--- config.mk ---
export PLATFORM = sky130hd
export DESIGN_NAME = uart_tx_buffered
export DESIGN_NICKNAME = d
export VERILOG_FILES = /design/src/rtl/uart_pkg.sv /design/src/rtl/uart_byte_fifo.sv /design/src/rtl/uart_tx_buffered.sv
export SDC_FILE = /design/constraint.sdc
export NUM_CORES = 1
export LEC_CHECK = 0
export BUFFER_PORTS_ARGS = -buffer_cell sky130_fd_sc_hd__buf_2
export CAP_MARGIN = 20
export CORE_ASPECT_RATIO = 1.2
export CORE_MARGIN = 4
export CORE_UTILIZATION = 48
export DETAILED_ROUTE_END_ITERATION = 16
export GPL_ROUTABILITY_DRIVEN = 0
export GPL_TIMING_DRIVEN = 1
export PLACE_DENSITY_LB_ADDON = 0.05
export SLEW_MARGIN = 20
export SYNTH_ARGS = -nofsm -noshare
export SYNTH_HDL_FRONTEND = slang
export SYNTH_HIERARCHICAL = 1
export SYNTH_SLANG_ARGS = --single-unit
--- constraint.sdc ---
create_clock -name clk -period 5.6 [get_ports clk]
set_input_delay 0.84 -clock clk [delete_from_list [all_inputs] [get_ports clk]]
set_output_delay 0.84 -clock clk [all_outputs]
set_load 0.01 [all_outputs]
--- src/rtl/uart_pkg.sv ---
// Shared UART definitions: parity modes, transmitter state encoding and
// default baud derivation for the 25 MHz core clock.
package uart_pkg;

    localparam int PAR_NONE = 0;
    localparam int PAR_EVEN = 1;
    localparam int PAR_ODD  = 2;

    localparam int CLK_HZ           = 25_000_000;
    localparam int BAUD             = 9600;
    localparam int DEF_CLKS_PER_BIT = CLK_HZ / BAUD;

    typedef enum logic [2:0] {
        S_IDLE,
        S_START,
        S_DATA,
        S_PARITY,
        S_STOP
    } tx_state_t;

    function automatic logic parity_bit(input logic [7:0] b, input int mode);
        case (mode)
            PAR_EVEN: return ^b;
            PAR_ODD:  return ~^b;
            default:  return 1'b0;
        endcase
    endfunction

endpackage

--- src/rtl/uart_byte_fifo.sv ---
// Synchronous byte FIFO with registered occupancy; dout shows the head entry
// combinationally, full/empty come straight from the level register.
module uart_byte_fifo #(
    parameter int DEPTH = 8
) (
    input  logic                     clk,
    input  logic                     reset,
    input  logic                     push,
    input  logic                     pop,
    input  logic [7:0]               din,
    output logic [7:0]               dout,
    output logic                     full,
    output logic                     empty,
    output logic [$clog2(DEPTH):0]   level
);
    localparam int AW = $clog2(DEPTH);
    localparam int LW = AW + 1;

    logic [7:0]    r_mem [DEPTH];
    logic [AW-1:0] r_wr_ptr;
    logic [AW-1:0] r_rd_ptr;
    logic [LW-1:0] r_level;

    always_ff @(posedge clk or posedge reset) begin
        if (reset) begin
            r_wr_ptr <= '0;
            r_rd_ptr <= '0;
            r_level  <= '0;
        end else begin
            if (push)
                r_wr_ptr <= r_wr_ptr + AW'(1);
            if (pop)
                r_rd_ptr <= r_rd_ptr + AW'(1);
            r_level <= r_level + LW'(push) - LW'(pop);
        end
    end

    always_ff @(posedge clk) begin
        if (push)
            r_mem[r_wr_ptr] <= din;
    end

    assign dout  = r_mem[r_rd_ptr];
    assign full  = (r_level == LW'(DEPTH));
    assign empty = (r_level == '0);
    assign level = r_level;

endmodule

--- src/rtl/uart_tx_buffered.sv ---
// Buffered UART transmitter: queued bytes leave as back-to-back 8N1/8E1/8O1/8N2
// frames; first start bit one cycle after a push into an idle, empty queue.
module uart_tx_buffered
    import uart_pkg::*;
#(
    parameter int CLKS_PER_BIT = DEF_CLKS_PER_BIT,
    parameter int FIFO_DEPTH   = 8,
    parameter int PARITY       = PAR_NONE,
    parameter int STOP_BITS    = 1
) (
    input  logic                          clk,
    input  logic                          reset,
    input  logic [7:0]                    in_data,
    input  logic                          in_valid,
    output logic                          in_ready,
    output logic                          tx,
    output logic                          busy,
    output logic [$clog2(FIFO_DEPTH):0]   fifo_level
);
    localparam int BW = $clog2(CLKS_PER_BIT);

    tx_state_t   r_state;
    tx_state_t   w_state_nxt;
    logic [BW-1:0] r_baud;
    logic [BW-1:0] w_baud_nxt;
    logic [2:0]  r_bit;
    logic [2:0]  w_bit_nxt;
    logic [7:0]  r_shift;
    logic [7:0]  w_shift_nxt;
    logic        r_par;
    logic        r_tx;
    logic        w_tx_nxt;
    logic        w_push;
    logic        w_pop;
    logic        w_full;
    logic        w_empty;
    logic [7:0]  w_head;
    logic        w_bit_end;
    logic        w_last_data;
    logic        w_last_stop;

    assign w_push      = in_valid && !w_full;
    assign w_bit_end   = (r_baud == BW'(CLKS_PER_BIT - 1));
    assign w_last_data = (r_bit == 3'd7);
    assign w_last_stop = (r_bit == 3'(STOP_BITS - 1));

    uart_byte_fifo #(.DEPTH(FIFO_DEPTH)) u_fifo (
        .clk   (clk),
        .reset (reset),
        .push  (w_push),
        .pop   (w_pop),
        .din   (in_data),
        .dout  (w_head),
        .full  (w_full),
        .empty (w_empty),
        .level (fifo_level)
    );

    always_ff @(posedge clk or posedge reset) begin
        if (reset) begin
            r_state <= S_IDLE;
            r_baud  <= '0;
            r_bit   <= '0;
            r_shift <= '0;
            r_par   <= 1'b0;
            r_tx    <= 1'b1;
        end else begin
            r_state <= w_state_nxt;
            r_baud  <= w_baud_nxt;
            r_bit   <= w_bit_nxt;
            r_shift <= w_shift_nxt;
            r_tx    <= w_tx_nxt;
            if (w_pop)
                r_par <= parity_bit(w_head, PARITY);
        end
    end

    always_comb begin
        w_state_nxt = r_state;
        case (r_state)
            S_IDLE:   if (!w_empty) w_state_nxt = S_START;
            S_START:  if (w_bit_end) w_state_nxt = S_DATA;
            S_DATA:   if (w_bit_end && w_last_data)
                          w_state_nxt = (PARITY != PAR_NONE) ? S_PARITY : S_STOP;
            S_PARITY: if (w_bit_end) w_state_nxt = S_STOP;
            S_STOP:   if (w_bit_end && w_last_stop)
                          w_state_nxt = w_empty ? S_IDLE : S_START;
            default:  w_state_nxt = S_IDLE;
        endcase
    end

    // Every entry into START is a pop; tx is computed from the next state so the line is registered.
    always_comb begin
        w_pop       = (w_state_nxt == S_START) && (r_state == S_IDLE || r_state == S_STOP);
        w_baud_nxt  = (r_state == S_IDLE || w_pop || w_bit_end) ? '0 : r_baud + BW'(1);
        w_bit_nxt   = (w_state_nxt != r_state) ? 3'd0 : (w_bit_end ? r_bit + 3'd1 : r_bit);
        w_shift_nxt = r_shift;
        if (w_pop)
            w_shift_nxt = w_head;
        else if (r_state == S_DATA && w_bit_end)
            w_shift_nxt = {1'b0, r_shift[7:1]};
        case (w_state_nxt)
            S_START:  w_tx_nxt = 1'b0;
            S_DATA:   w_tx_nxt = w_shift_nxt[0];
            S_PARITY: w_tx_nxt = r_par;
            default:  w_tx_nxt = 1'b1;
        endcase
    end

    assign tx       = r_tx;
    assign in_ready = !w_full;
    assign busy     = (r_state != S_IDLE) || !w_empty;

endmodule

# Yosys cells after proc, flatten, opt, wreduce, memory -nomap -nowiden
# Memories as Yosys holds them, arrays and structs flattened.
# Index checks and enable logic that the tools add are counted.
totals:
  ram_bits: 64
  n_memories: 1
  romBits: 0
  latch_bits: 0
  inputBits: 11
  reg_bits: 37
  out_inout_bits: 7
  elab_cells: 60
classes:
  n_lt_le_gt_ge: 0
  mul: 0
  bitwise_logic: 0
  n_eq_ne: 11
  muxes: 15
  div: 0
  n_addsub: 6
  reduce_logical: 18
  shift: 0
mem_list:
  columns: ["name", "depth", "width", "read_ports", "rd_clocked_by_memory_dff", "wr", "line", "text"]
  rows:
  - ["u_fifo.r_mem", 8, 8, 1, 0, 1, "uart_byte_fifo.sv:19", "logic [7:0] r_mem [DEPTH];"]
ops:
  columns: ["operator", "n"]
  rows:
  - ["two-way mux 3 bit", 7]
  - ["two-way mux 8 bit", 2]
  - ["one-hot mux 3 bit (5 select lines)", 1]
  - ["adder 12 x 1 -> 12 bit, second input constant", 1]
  - ["equality test 12 bit, second input constant", 1]
  - ["equality test 3 x 2 -> 1 bit, second input constant", 4]
  - ["two-way mux 12 bit", 1]
  - ["adder 3 x 1 -> 3 bit, second input constant", 3]
  - ["equality test 3 x 1 -> 1 bit, second input constant", 2]
  - ["equality test 3 bit, second input constant", 2]
  - ["zero test 3 bit", 2]
  - ["logical AND 1 bit", 5]
  - ["adder 4 x 1 -> 4 bit", 1]
  - ["equality test 4 bit, second input constant", 1]
  - ["zero test 4 bit", 1]
  - ["logical OR 1 bit", 4]
  - ["nonzero test 2 bit", 2]
  - ["subtractor 4 x 1 -> 4 bit", 1]
  - ["two-way mux 1 bit", 3]
  - ["inequality test 3 bit", 1]
  - ["nonzero test 3 bit", 1]
  - ["zero test 1 bit", 2]
  - ["one-hot mux 1 bit (2 select lines)", 1]
  - ["OR reduction 2 bit", 1]

# Longest topological paths before layout
logic_depth:
  word_depth: 9
  mapped_depth: 12

# Hierarchy
# Netlist, hierarchy kept.
modules_own_cells:
  columns: ["module", "n_inst", "seq_area_each_um2", "cells_each", "area_per_inst_um2"]
  rows:
  - ["uart_byte_fifo", 1, 2172.1, 148, 3046.7]
  - ["uart_tx_buffered", 1, 676.9, 144, 1505.2]

# Least setup slack after synthesis
# Ideal clock, no wire load.
synth_path:
  path_type: "reg2reg"
  start: "register r_baud[0]"
  end: "register u_fifo.r_level[2], in the netlist u_fifo/level[2]"
  required_time_ps: 5477
  stages_incl_launch_ff: 12
  setup_slack_ps: 3022
  setup_time_ps: 123
  arrival_time_ps: 2455
  path_cell_list: "dfrtp_1 -> ha_1 -> and4b_2 -> a41o_2 -> nand2_1 -> inv_1 -> ha_1 -> inv_1 -> ha_1 -> inv_1 -> fa_1 -> xnor2_1"
synth_between:
  elab_chain_cells: 7
  elab_cells_between_ends: 11
synth_rtl:
  columns: ["item", "line", "text"]
  rows:
  - ["start, declared", "uart_tx_buffered.sv:24", "logic [BW-1:0] r_baud;"]
  - ["start signal, assigned", "uart_tx_buffered.sv:69", "r_baud <= w_baud_nxt;"]
  - ["equality test 12 bit *", "uart_tx_buffered.sv:43", "assign w_bit_end = (r_baud == BW'(CLKS_PER_BIT - 1));"]
  - ["logical AND 1 bit, on equally long branches", "uart_tx_buffered.sv:86, uart_tx_buffered.sv:83", null]
  - ["two-way mux 3 bit, on equally long branches", "uart_tx_buffered.sv:86, uart_tx_buffered.sv:83", null]
  - ["one-hot mux 3 bit (5 select lines) *", "uart_tx_buffered.sv:80", "case (r_state)"]
  - ["equality test 3 x 1 -> 1 bit *", "uart_tx_buffered.sv:94", "w_pop = (w_state_nxt == S_START) && (r_state == S_IDLE || r_state == S_STOP);"]
  - ["logical AND 1 bit *", "uart_tx_buffered.sv:94", null]
  - ["via w_pop", "uart_tx_buffered.sv:34", "logic w_pop;"]
  - ["subtractor 4 x 1 -> 4 bit *", "uart_byte_fifo.sv:34", "r_level <= r_level + LW'(push) - LW'(pop);"]
  - ["end signal, assigned", "uart_byte_fifo.sv:34", null]
  - ["end, declared", "uart_byte_fifo.sv:22", "logic [LW-1:0] r_level;"]
# The timed path passes the listed nets; every way through them passes the cells marked *.
# A chain may end at the register's enable or synchronous reset.

# Worst setup path in the final report
layout_path:
  start: "register r_baud[6]"
  end: "register u_fifo.r_level[2], in the netlist u_fifo/level[2]"
# Same word-level chain as after synthesis.

==> flow_metrics.py <==
metrics = {
    "clocking": {
        "postCtsSetupBuffers": 0,
        "numCtsBuffers": 9,
        "cts_tree": "done",
        "clock_latency_ps": 360,
        "cts_resized": 0,
        "cts_sinks": 101,
        "cts.clk_slew.worst_paths_ps": 90,
        "cts-htree-levels": 3,
        "cts_buffer_depth": 2,
        "clockRootBuffer": "clkbuf_8",
        "hold_buffers": 0,
    },
    "pwr": {
        "ir_drop_mv": 0.258,
        "p_switching_w": 0.000441,
        "p_leak_nw": 1.86,
        "internal_power_w": 0.00122,
        "total_power_w": 0.00166,
        "p_comb_share_pct": 15.4,
        "p_clk_share_pct": 27.8,
        "powerDensity_nw_per_um2": 337,
        "p_seq_share_pct": 56.8,
        "sw_frac_of_total_pct": 26.6,
    },
    "hold_path": {
        "hold-path-cell-count": 1,
        "holdCritPathClass": "flop to flop",
    },
    "layout": {
        "syn2layout_area_growth_pct": 8.08,
        "seq_area_um2": 2850,
        "layout-drive-gt1-share_pct": 20.1,
        "antenna_cells": 0,
        "multiInputGateArea_um2": 1570,
        "final_core_util_pct": 53.9,
        "final_nets": 338,
        "fillerInstances": 808,
    },
    "critical_path": {
        "critPathLaunchType": "flop",
        "arrival_ps": 3040,
        "cp.required_ps": 5850,
        "cp-end-kind": "flop",
        "worstPathMaxFanout": 10,
        "rr_worst_depth": 10,
        "critical_path_class": "flop to flop",
    },
    "placed_design": {
        "io_buffers": 17,
        "dp_slack_ps": 2800,
        "dpl.hpwl_um": 5360,
    },
    "global_routing": {
        "grt_pass1_wl_um": 13100,
        "antenna_found_initial": 0,
        "grt_pass1_vias": 2478,
        "grt_usage_pct": 15.6,
        "overflow": 0,
        "grt_max_degree": 28,
    },
    "yosys": {
        "synth_cell_types": 51,
        "yosysTopAreaCell": "edfxtp_1",
        "synth.most_common_cell": "edfxtp_1",
        "syn_nets": 316,
        "synthFlopType": "edfxtp_1",
        "synthArstFlopShare_pct": 36.6,
        "synth_top_cells_by_count": "64 x edfxtp_1, 36 x dfrtp_1, 22 x nor2_1",
        "synth_area_leaders": "edfxtp_1 42%, dfrtp_1 20%, mux4_1 9.2%",
        "syn_avg_cell_area_um2": 15.6,
        "yosysSeqAreaShare_pct": 62.6,
        "synth-edff-count": 64,
        "yosysWarnings": 6,
        "syn_inst": 292,
        "synth_top_area_share_pct": 42.2,
        "syn_area_um2": 4550,
        "ys_seq_elements": 101,
    },
    "timing": {
        "period_needed_ps": 2790,
        "rsz0062_at_grt": "false",
        "fin_crit_sh_pct": 49.8,
        "final_hold_viol_count": 0,
        "tightestPinTransition_ps": 998,
        "setup_viol": 0,
        "setup_tns_ps": 0,
        "maxSlewHeadroom_pct": 33.2,
        "finalWorstSetupSlack_ps": 2810,
        "max_freq_ghz": 0.358,
        "slew_violations": 0,
        "fin_skew_ps": 7.87,
    },
    "floorplanning": {
        "ios": 18,
        "initial_core_util_pct": 49.9,
        "die_h_um": 115,
        "die_area_um2": 11100,
        "core_um2": 9130,
        "die_w_um": 96.9,
        "rows": 38,
    },
    "drt": {
        "ant_nets": 0,
        "wirelength_um": 7960,
        "via_count": 2388,
        "wl_per_cell_um": 18.2,
        "drt_first_pass_iters": 4,
        "viasPerCell": 5.45,
        "drc": 0,
        "drt_iter0_markers": 102,
    },
    "outcome": {
        "outcome": "finished, final reports clean",
    },
    "run": {
        "drv_cap": 0,
    },
}
## layer usage
metal | wire, um | track usage [%]
met5 | 0 | 0
met4 | 144 | 6.84
met3 | 157 | 2.44
met2 | 4170 | 27.3
met1 | 3500 | 19.1
## final timing paths
check | start | endpoint | slack (ps)
setup / recovery | r_baud[6] | u_fifo/level[2] | 2810
hold / removal | r_baud[0] | r_baud[0] | 460
setup reg to reg | r_baud[6] | u_fifo/level[2] | 2810
hold reg to reg | r_baud[0] | r_baud[0] | 460
max in group asynchronous | reset | r_baud[7] | 4680
min in group asynchronous | reset | u_fifo/level[1] | 470
## power by group through the flow
| stage | combinational (W) | sequential (W) | clock (W) |
|---|---|---|---|
| 5_1_grt | 0.000290 | 0.000955 | 0.000509 |
| 3_5_place_dp | 0.000264 | 0.000960 | 0 |
| 6_report | 0.000256 | 0.000943 | 0.000461 |
| 2_1_floorplan | 0.000171 | 0.000954 | 0 |
| 3_3_place_gp | 0.000259 | 0.000956 | 0 |
| 4_1_cts | 0.000264 | 0.000945 | 0.000477 |
## layout make-up
type,instances,area share [%]
Clock buffer,9,2.52
Multi-Input combinational cell,167,31.8
Sequential cell,101,57.9
Timing Repair Buffer,19,2.03
Clock inverter,6,1.42
Inverter,16,1.22
Tap cell,120,3.05
## flip-flops by register name (all words and copies together) (netlist names)
register and cells:
r_baud 12, r_bit 3, r_shift 8, r_state 3, tx 1, u_fifo/level 4
u_fifo/r_mem 64, u_fifo/r_rd_ptr 3, u_fifo/r_wr_ptr 3
## worst max-delay path, cell delays in order, from the launching register on
cell and delay (ps):
dfrtp_1 460, nor3_1 460, a41o_2 330, nand2_1 100
inv_1 290, ha_1 290, inv_1 50, ha_1 150
inv_1 50, fa_1 370, xnor2_1 130
## layout by cell type (no fill, tap or decap), types with 2 or more instances in the layout
cell type	instances
and3_1	3
nand4_1	5
nand2b_1	3
a22oi_1	2
nor2_1	22
a21o_1	2
nand3_1	6
and2_1	2
mux2_2	11
or3_1	2
buf_2	17
dfrtp_1	36
inv_1	15
a21oi_1	3
nor2b_1	3
inv_6	3
o21ai_0	3
clkbuf_8	9
ha_1	12
buf_4	2
xor2_1	8
mux4_1	16
nand2_1	12
nor3_1	7
and2_2	6
a211oi_1	3
a221o_1	6
xnor2_1	8
mux2i_1	3
edfxtp_1	64
## stage by stage
step | cells | area [um^2] | hold WS (ps)
2_1_floorplan | 292 | 4550 | 424
3_3_place_gp | 423 | 4730 | 436
3_5_place_dp | 423 | 4730 | 444
4_1_cts | 438 | 4920 | 458
5_1_grt | 438 | 4920 | 472
6_report | 438 | 4920 | 455
## kinds of logic after synthesis
group                    after synthesis  share of synthesized area [%]
buffers and inverters                 24                           3.00
XOR/XNOR                              16                           3.08
multiplexers                          30                           12.6
adder cells (fa/ha/maj)               13                           3.74
flip-flops                           101                           62.6
AO/OA/AOI/OAI                         25                           4.29
AND/OR/NAND/NOR                       83                           10.7
Note: power is estimated with default switching activity, not from simulation.
